--- config.mk ---
export PLATFORM = sky130hd
export DESIGN_NAME = cordic_twiddle_sched
export DESIGN_NICKNAME = d
export VERILOG_FILES = /design/src/rtl/cordic_twiddle_sched.sv
export SDC_FILE = /design/constraint.sdc
export NUM_CORES = 2
export LEC_CHECK = 0
export ABC_AREA = 1
export CAP_MARGIN = 20
export CELL_PAD_IN_SITES_DETAIL_PLACEMENT = 1
export CELL_PAD_IN_SITES_GLOBAL_PLACEMENT = 2
export CORE_ASPECT_RATIO = 0.9
export CORE_MARGIN = 2
export CORE_UTILIZATION = 38
export DETAILED_ROUTE_END_ITERATION = 10
export PLACE_DENSITY_LB_ADDON = 0.1
export SETUP_SLACK_MARGIN = 0.2
export SYNTH_ARGS = -nofsm -noshare
export SYNTH_HDL_FRONTEND = slang
export SYNTH_SLANG_ARGS = --single-unit
--- constraint.sdc ---
create_clock -name clk -period 57.5 [get_ports clk]
set_clock_uncertainty 0.15 [all_clocks]
set_input_delay 14.375 -clock clk [delete_from_list [all_inputs] [get_ports clk]]
set_output_delay 14.375 -clock clk [all_outputs]
set_load 0.02 [all_outputs]
--- src/rtl/cordic_twiddle_sched.sv ---
// Twiddle-rotation scheduler for the 256-point radix-2 DIT FFT: quadrant fix, shared
// 16-iteration CORDIC and gain compensation behind a 3-stage valid/ready pipeline.
module cordic_twiddle_sched (
    input  logic               clk,
    input  logic               rst,
    input  logic               start,
    input  logic [2:0]         cfg_stage,
    input  logic               cfg_inv,
    input  logic               in_valid,
    output logic               in_ready,
    input  logic signed [15:0] in_re,
    input  logic signed [15:0] in_im,
    output logic               out_valid,
    input  logic               out_ready,
    output logic signed [15:0] out_re,
    output logic signed [15:0] out_im,
    output logic [6:0]         out_k,
    output logic               out_last,
    output logic               busy,
    output logic               done
);

    localparam int unsigned ITER = 16;
    localparam int unsigned GB   = 4;   // fractional guard bits on x/y inside the rotator
    localparam int unsigned XW   = 22;
    localparam int unsigned ZW   = 26;
    localparam logic signed [31:0] GAIN = 32'sd19898;

    typedef enum logic [1:0] {IDLE, RUN, DRAIN} state_t;

    state_t state, state_n;
    logic [6:0] j_q;
    logic [2:0] stage_q;
    logic       inv_q;
    logic       adv, accept;

    // Pipeline registers
    logic               v1, v2;
    logic signed [15:0] x1, y1, th1;
    logic [6:0]         k1, k2;
    logic               last1, last2;
    logic signed [17:0] re2, im2;

    // Front end: twiddle exponent, pre-scale, quadrant fix, angle
    logic [7:0]         jmask;
    logic [6:0]         k_in, kr;
    logic signed [15:0] xs, ys, x_fix, y_fix, theta_in;
    logic [15:0]        theta_mag;

    always_comb begin
        jmask    = (8'd1 << stage_q) - 8'd1;
        k_in     = 7'(({1'b0, j_q} & jmask) << (3'd7 - stage_q));
        xs       = in_re >>> 1;
        ys       = in_im >>> 1;
        x_fix    = xs;
        y_fix    = ys;
        kr       = k_in;
        if (k_in[6]) begin
            kr = {1'b0, k_in[5:0]};
            if (inv_q) begin
                x_fix = -ys;
                y_fix = xs;
            end else begin
                x_fix = ys;
                y_fix = -xs;
            end
        end
        theta_mag = {9'd0, kr} * 16'd360;
        theta_in  = inv_q ? signed'(theta_mag) : -signed'(theta_mag);
    end

    // atan(2^-i) in 1/65536 degree: the 1/256-degree angle carries 8 extra fraction bits here
    function automatic logic signed [ZW-1:0] atan_tab(input int unsigned i);
        case (i)
            0:       atan_tab = 26'sd2949120;
            1:       atan_tab = 26'sd1740967;
            2:       atan_tab = 26'sd919879;
            3:       atan_tab = 26'sd466945;
            4:       atan_tab = 26'sd234379;
            5:       atan_tab = 26'sd117304;
            6:       atan_tab = 26'sd58666;
            7:       atan_tab = 26'sd29335;
            8:       atan_tab = 26'sd14668;
            9:       atan_tab = 26'sd7334;
            10:      atan_tab = 26'sd3667;
            11:      atan_tab = 26'sd1833;
            12:      atan_tab = 26'sd917;
            13:      atan_tab = 26'sd458;
            14:      atan_tab = 26'sd229;
            15:      atan_tab = 26'sd115;
            default: atan_tab = '0;
        endcase
    endfunction

    logic signed [XW-1:0] cx, cy, cx_n;
    logic signed [ZW-1:0] cz;
    logic signed [17:0]   c_re, c_im;

    always_comb begin
        cx   = {{(XW-16-GB){x1[15]}}, x1, {GB{1'b0}}};
        cy   = {{(XW-16-GB){y1[15]}}, y1, {GB{1'b0}}};
        cz   = {{(ZW-24){th1[15]}}, th1, 8'd0};
        cx_n = '0;
        for (int unsigned i = 0; i < ITER; i++) begin
            if (cz[ZW-1]) begin
                cx_n = cx + (cy >>> i);
                cy   = cy - (cx >>> i);
                cz   = cz + atan_tab(i);
            end else begin
                cx_n = cx - (cy >>> i);
                cy   = cy + (cx >>> i);
                cz   = cz - atan_tab(i);
            end
            cx = cx_n;
        end
        c_re = 18'(cx >>> GB);
        c_im = 18'(cy >>> GB);
    end

    function automatic logic signed [15:0] sat16(input logic signed [17:0] v);
        if (v > 18'sd32767)
            return 16'h7FFF;
        else if (v < -18'sd32768)
            return 16'h8000;
        else
            return v[15:0];
    endfunction

    logic signed [31:0] p_re, p_im;
    logic signed [17:0] q_re, q_im;

    always_comb begin
        p_re = signed'({{14{re2[17]}}, re2}) * GAIN;
        p_im = signed'({{14{im2[17]}}, im2}) * GAIN;
        q_re = 18'(p_re >>> 14);
        q_im = 18'(p_im >>> 14);
    end

    assign adv    = !out_valid || out_ready;
    assign accept = in_valid && in_ready;

    always_ff @(posedge clk) begin
        if (rst) begin
            v1 <= 1'b0; x1 <= '0; y1 <= '0; th1 <= '0; k1 <= '0; last1 <= 1'b0;
            v2 <= 1'b0; re2 <= '0; im2 <= '0; k2 <= '0; last2 <= 1'b0;
            out_valid <= 1'b0; out_re <= '0; out_im <= '0; out_k <= '0; out_last <= 1'b0;
        end else if (adv) begin
            v1    <= accept;
            x1    <= x_fix;
            y1    <= y_fix;
            th1   <= theta_in;
            k1    <= k_in;
            last1 <= (j_q == 7'd127);
            v2    <= v1;
            re2   <= c_re;
            im2   <= c_im;
            k2    <= k1;
            last2 <= last1;
            out_valid <= v2;
            out_re    <= sat16(q_re);
            out_im    <= sat16(q_im);
            out_k     <= k2;
            out_last  <= last2;
        end
    end

    always_ff @(posedge clk) begin
        if (rst) begin
            state   <= IDLE;
            j_q     <= '0;
            stage_q <= '0;
            inv_q   <= 1'b0;
        end else begin
            state <= state_n;
            if (state == IDLE && start) begin
                j_q     <= '0;
                stage_q <= cfg_stage;
                inv_q   <= cfg_inv;
            end else if (accept) begin
                j_q <= j_q + 7'd1;
            end
        end
    end

    always_comb begin
        state_n  = state;
        done     = 1'b0;
        busy     = (state != IDLE);
        in_ready = (state == RUN) && adv;
        case (state)
            IDLE:  if (start) state_n = RUN;
            RUN:   if (accept && j_q == 7'd127) state_n = DRAIN;
            DRAIN: begin
                if (!v1 && !v2 && !out_valid) begin
                    state_n = IDLE;
                    done    = 1'b1;
                end
            end
            default: state_n = IDLE;
        endcase
    end

endmodule

# After elaboration in Yosys (flattened, before gate mapping)

Cells that the tools add are included.

Memories: 0
Register bits: 156
Output and inout port bits: 44
Memory bits (read-only): 0
Bits in writable memories: 0
Logic and storage cells: 241
Latch bits: 0

Multiply operators: 3
Add/sub/neg operators: 99
Reduce and logical (&&, ||, !) cells: 14
Div/mod/pow operators: 0
Shifts and indexed selects: 2
Order comparisons: 4
Bitwise gates (word level): 1
Equal/unequal tests: 6
Mux-type cells: 92

Operators with widths:

| operator                 | number |
|---|---|
| $mux W26                 | 45 |
| $mux W22                 | 32 |
| $add A26 B26 Y26         | 14 |
| $sub A26 B26 Y26         | 14 |
| $mux W16                 | 9 |
| $mul A18 B15 Y31 const B | 2 |
| $neg A15 Y16             | 3 |
| $add A22 B10 Y22         | 2 |
| $add A22 B11 Y22         | 2 |
| $add A22 B12 Y22         | 2 |
| $add A22 B13 Y22         | 2 |
| $add A22 B14 Y22         | 2 |
| $add A22 B15 Y22         | 2 |
| $add A22 B16 Y22         | 2 |
| $add A22 B17 Y22         | 2 |
| $add A22 B18 Y22         | 2 |
| $add A22 B19 Y22         | 2 |
| $add A22 B20 Y22         | 2 |
| $add A22 B21 Y22         | 2 |
| $add A22 B7 Y22          | 2 |
| $add A22 B8 Y22          | 2 |
| $add A22 B9 Y22          | 2 |
| $sub A22 B10 Y22         | 2 |
| $sub A22 B11 Y22         | 2 |
| 41 further kinds         | 68 |

# Longest topological paths before layout

Depth in word-level cells: 46
Gate-level depth with buffers: 354
Mapped depth without buffers: 335

# Worst setup path after synthesis

OpenSTA, ideal clock, no wires.

Path kind: reg-to-reg
Start: reg th1[15]
End: reg re2[17]
Stages on the path, launching flop included: 348
Data arrival time: 49.272 ns
Data required time: 57.241 ns
Clock period less this slack: 49.531 ns
Setup time: 0.109 ns
Path slack: 7.969 ns
Path through: dfxtp_1 -> buf_4 -> inv_2 -> buf_2 -> buf_2 -> ha_1 -> nand3_1 -> nand2_1 -> a21oi_2 -> o21ai_2 -> clkbuf_1 -> buf_1 -> ha_1 -> a21oi_1 -> nand2_1 -> a21oi_1 -> o21ai_0 -> a21oi_1 -> (+312 left out) -> a21oi_1 -> inv_1 -> a21oi_1 -> inv_1 -> a21oi_1 -> inv_1 -> a21oi_1 -> o21ai_0 -> nand4_1 -> nand2_1 -> inv_1 -> nand3_1 -> nand2_1 -> inv_1 -> nand2_2 -> nand3_1 -> nand2_1 -> inv_1

Cells in the longest elaborated chain, start to end: 31

RTL lines:

| element                                        | RTL line | source |
|---|---|---|
| start, declared                                | 39       | `logic signed [15:0] x1, y1, th1;` |
| start signal, assigned                         | 151      | `th1 <= theta_in;` |
| $sub A24 B26 Y26, or another cell as far along | 112      | `cz = cz - atan_tab(i);` |
| $mux W26, or another cell as far along         | 105      | `if (cz[ZW-1]) begin` |
| $sub A26 B26 Y26, or another cell as far along | 112      |  |
| $mux W26, or another cell as far along         | 105      |  |
| $sub A26 B26 Y26, or another cell as far along | 112      |  |
| $mux W26, or another cell as far along         | 105      |  |
| $sub A26 B26 Y26, or another cell as far along | 112      |  |
| $mux W26, or another cell as far along         | 105      |  |
| (+15 left out)                                 | --       |  |
| $mux W26, or another cell as far along         | 105      |  |
| $sub A26 B26 Y26, or another cell as far along | 112      |  |
| $mux W26, or another cell as far along         | 105      |  |
| $sub A26 B26 Y26, or another cell as far along | 112      |  |
| $mux W26, or another cell as far along         | 105      |  |
| $sub A26 B26 Y26, or another cell as far along | 112      |  |
| $mux W26, or another cell as far along         | 105      |  |
| $mux W22 *                                     | 105      |  |
| end signal, assigned                           | 155      | `re2 <= c_re;` |
| end, declared                                  | 42       | `logic signed [17:0] re2, im2;` |

Mark *: on every way between the ends. The rest lies on a longest branch, timed or not.
A chain may end at the register's enable or synchronous reset.

# Final worst setup path

Same ends and word-level chain as after synthesis.

==> flow_metrics.tcl <==
set metrics [dict create \
    io_pins 85 \
    synth_seq_cells 152 \
    regToRegSetupSlack_ps 6260 \
    viasPerCell 5.10 \
    tightest_slew_ps 1050 \
    fp-row-count 147 \
    routed_wirelength_mm 207 \
    syn_area_mm2 0.0682 \
    ys.warnings.count 0 \
    grt_pass1_vias 65800 \
    final_cell_mix "nand2_1, inv_1, ha_1" \
    die_height_um 406 \
    cts_root_buf "clkbuf_16" \
    clk_pin_slew_ps 70 \
    grt_usage_pct 22.5 \
    rsz0062_at_grt "no" \
    area_growth_pct 6.46 \
    synth-xor-area-share_pct 15.2 \
    syn_inst 10100 \
    ant_nets 0 \
    portBuffers 82 \
    drtIter0Drc 2206 \
    status "completed" \
    hold_depth 2 \
    hp-start "k1[2]$_SDFFE_PP0N_" \
    cts_max_level 4 \
    core_area_mm2 0.178 \
    timing.rr.start "th1[15]$_SDFFE_PP0N_" \
    synth_edf_count 0 \
    hold_path_class "flip-flop to flip-flop" \
    dieArea_mm2 0.183 \
    clkSinkCount 152 \
    synthDistinctLibCells 66 \
    vias 64000 \
    detailed_place_hpwl_mm 183 \
    antenna_found_initial 3 \
    path_buf_inv 49 \
    start_util_pct 38.2 \
    wl_per_cell_um 16.5 \
    clk_latency_ps 480 \
    synth.yosys.seq_area_share_pct 4.46 \
    drc 0 \
    final_max_slew_viol_count 0 \
    slowest_stage "fa_1" \
    synthMuxAreaShare_pct 0 \
    dp_cells 12500 \
    diodes 0 \
    fmax_mhz 19.5 \
    start_kind "flip-flop" \
    synthTopCellsByArea "ha_1, xor2_1, nand2_1" \
    hold_viol_final 0 \
    yosys.area_share.adder_pct 32.1 \
    nets 11800 \
    grt_first_pass_wirelength_mm 343 \
    crit_path_frequent_cell "nand2_1" \
    cp.arrival_ps 51450 \
    cts_buffers 17 \
    holdPathEnd "k1[2]$_SDFFE_PP0N_" \
    cts_tree "yes" \
    tns_ps 0 \
    regToRegEndpoint "re2[17]$_SDFFE_PP0N_" \
    worstPathMaxFanout 49 \
    synth_area_per_cell_um2 6.73 \
    critPathMaxStageDelay_ps 550 \
    cp_top_family "compound AO/OA/AOI/OAI gates" \
    synth_flop_cell "dfxtp_1" \
    fin_crit_ps 51240 \
    cap_violations 0 \
    overflow 0 \
    grt_max_degree 93 \
    globalplace.congestion 0.861 \
    cp_data_required_time_ps 57710 \
    reg2reg_depth 337 \
    slew-limit-headroom_pct 30.0 \
    fin_crit_sh_pct 89.1 \
    synthArstFlopShare_pct 0 \
    die_w_um 450 \
    final_common_cell "nand2_1" \
    synth_compound_area_share_pct 15.7 \
    critPathKind "flip-flop to flip-flop" \
    clk_path_buf_depth 2 \
    synth-simple-area-share_pct 21.7 \
    synth_top_area_cell "ha_1" \
    drt_first_pass_iters 5 \
    post_route_cells_drive_above_1_share_pct 4.05 \
    end_kind "flip-flop" \
    finalNonFillerCells 12600 \
    syn_nets 11700 \
    synth_top_family_by_area "adder cells" \
    yosysTopAreaCellShare_pct 23.8 \
    setup_viol 0 \
]
==> state kept, by name, indices dropped and copies added (netlist names) <==
register / count
y1: 16
stage_q: 3
out_re: 16
k2: 7
re2: 18
inv_q: 1
last2: 1
out_k: 7
last1: 1
out_im: 16
j_q: 7
k1: 6
out_valid: 1
state: 2
out_last: 1
th1: 13
im2: 18
v2: 1
x1: 16
v1: 1
==> worst max path at each step <==
| stage | to | depth (start not counted) | startpoint | slack, ps |
|---|---|---|---|---|
| after detailed placement | re2[17]$_SDFFE_PP0N_ | 329 | th1[15]$_SDFFE_PP0N_ | 1920 |
| after floorplan | re2[17]$_SDFFE_PP0N_ | 347 | th1[15]$_SDFFE_PP0N_ | 7970 |
| after CTS | re2[17]$_SDFFE_PP0N_ | 329 | th1[15]$_SDFFE_PP0N_ | 1780 |
| after global placement | re2[17]$_SDFFE_PP0N_ | 331 | th1[15]$_SDFFE_PP0N_ | 3000 |
| final | re2[17]$_SDFFE_PP0N_ | 337 | th1[15]$_SDFFE_PP0N_ | 6260 |
| after global routing | re2[17]$_SDFFE_PP0N_ | 342 | th1[15]$_SDFFE_PP0N_ | 180 |
==> area by class of cell <==
cell class	count	area [um^2]
tap	2384	2980
clock inverter	14	191
multi-input combinational	8038	57800
clock buffer	18	439
fill	23200	106000
timing repair buffer	134	1250
inverter	1816	6850
timing repair inverter	3	15.0
sequential	152	3040
==> logic make-up (layout without fill, tap and decap cells) <==
group,after synthesis,after routing
xor+xnor,1179,1179
buf+inv,1937,1985
simple gates,3370,3370
flops,152,152
fa+ha+maj,1579,1579
compound gates,1910,1910
==> timing repair <==
| item | CTS | global route |
|---|---|---|
| endpoints found under the setup margin | 0 | 32 |
| buffers inserted | 0 | 17 |
| hold buffers | 0 | 0 |
| resized for setup | 0 | 20 |
==> worst min-delay path, stage by stage, from the launching register on <==
cell	delay, ps
dfxtp_1	310
nand2_1	60
a21oi_1	60
==> cells in the mapped netlist (10+ instances only) <==
| cell | instances |
|---|---|
| o21a_1 | 19 |
| clkbuf_1 | 73 |
| o21ai_1 | 26 |
| a211oi_1 | 15 |
| nand2_1 | 1805 |
| nor2_1 | 518 |
| a22oi_1 | 16 |
| nand3b_1 | 19 |
| ha_1 | 1294 |
| dfxtp_1 | 152 |
| buf_2 | 12 |
| o221ai_1 | 26 |
| buf_1 | 21 |
| inv_2 | 72 |
| o21ai_0 | 439 |
| a31oi_1 | 36 |
| nand3_2 | 27 |
| nand2_2 | 91 |
| nand2_4 | 34 |
| inv_1 | 1735 |
| o21bai_1 | 123 |
| buf_4 | 10 |
| nor4_1 | 15 |
| nor2_2 | 11 |
| nor3_1 | 149 |
| nand3_1 | 553 |
| o311ai_0 | 11 |
| a21oi_2 | 12 |
| xnor2_1 | 354 |
| or3_1 | 17 |
| o31ai_1 | 41 |
| o211ai_1 | 36 |
| a21o_1 | 63 |
| fa_1 | 285 |
| a21oi_1 | 999 |
| nand4_1 | 66 |
| xor2_1 | 823 |
| or2_2 | 37 |
| a21boi_0 | 15 |
==> metal layers <==
metal | GRT usage, % | vias to the layer above | wire length [um]
met4 | 1.98 | 0 | 1510
li1 | - | 33100 | -
met2 | 37.8 | 377 | 93500
met1 | 32.6 | 30400 | 109000
met3 | 1.05 | 82 | 2990
met5 | 0 | - | 0
==> stage by stage <==
step | util, % | area (um^2) | hold slack [ps] | worst slack, ps
finish | 40.7 | 72600 | 320 | 6260
global route | 40.7 | 72600 | 343 | 176
CTS | 40.6 | 72300 | 316 | 1780
detailed placement | 40.2 | 71700 | 306 | 1920
global placement | 40.2 | 71700 | 303 | 3000
floorplan | - | 68200 | 292 | 7970
Power is not shown: default switching activity piles up to over one toggle a cycle in this logic, so the estimate is an artifact.
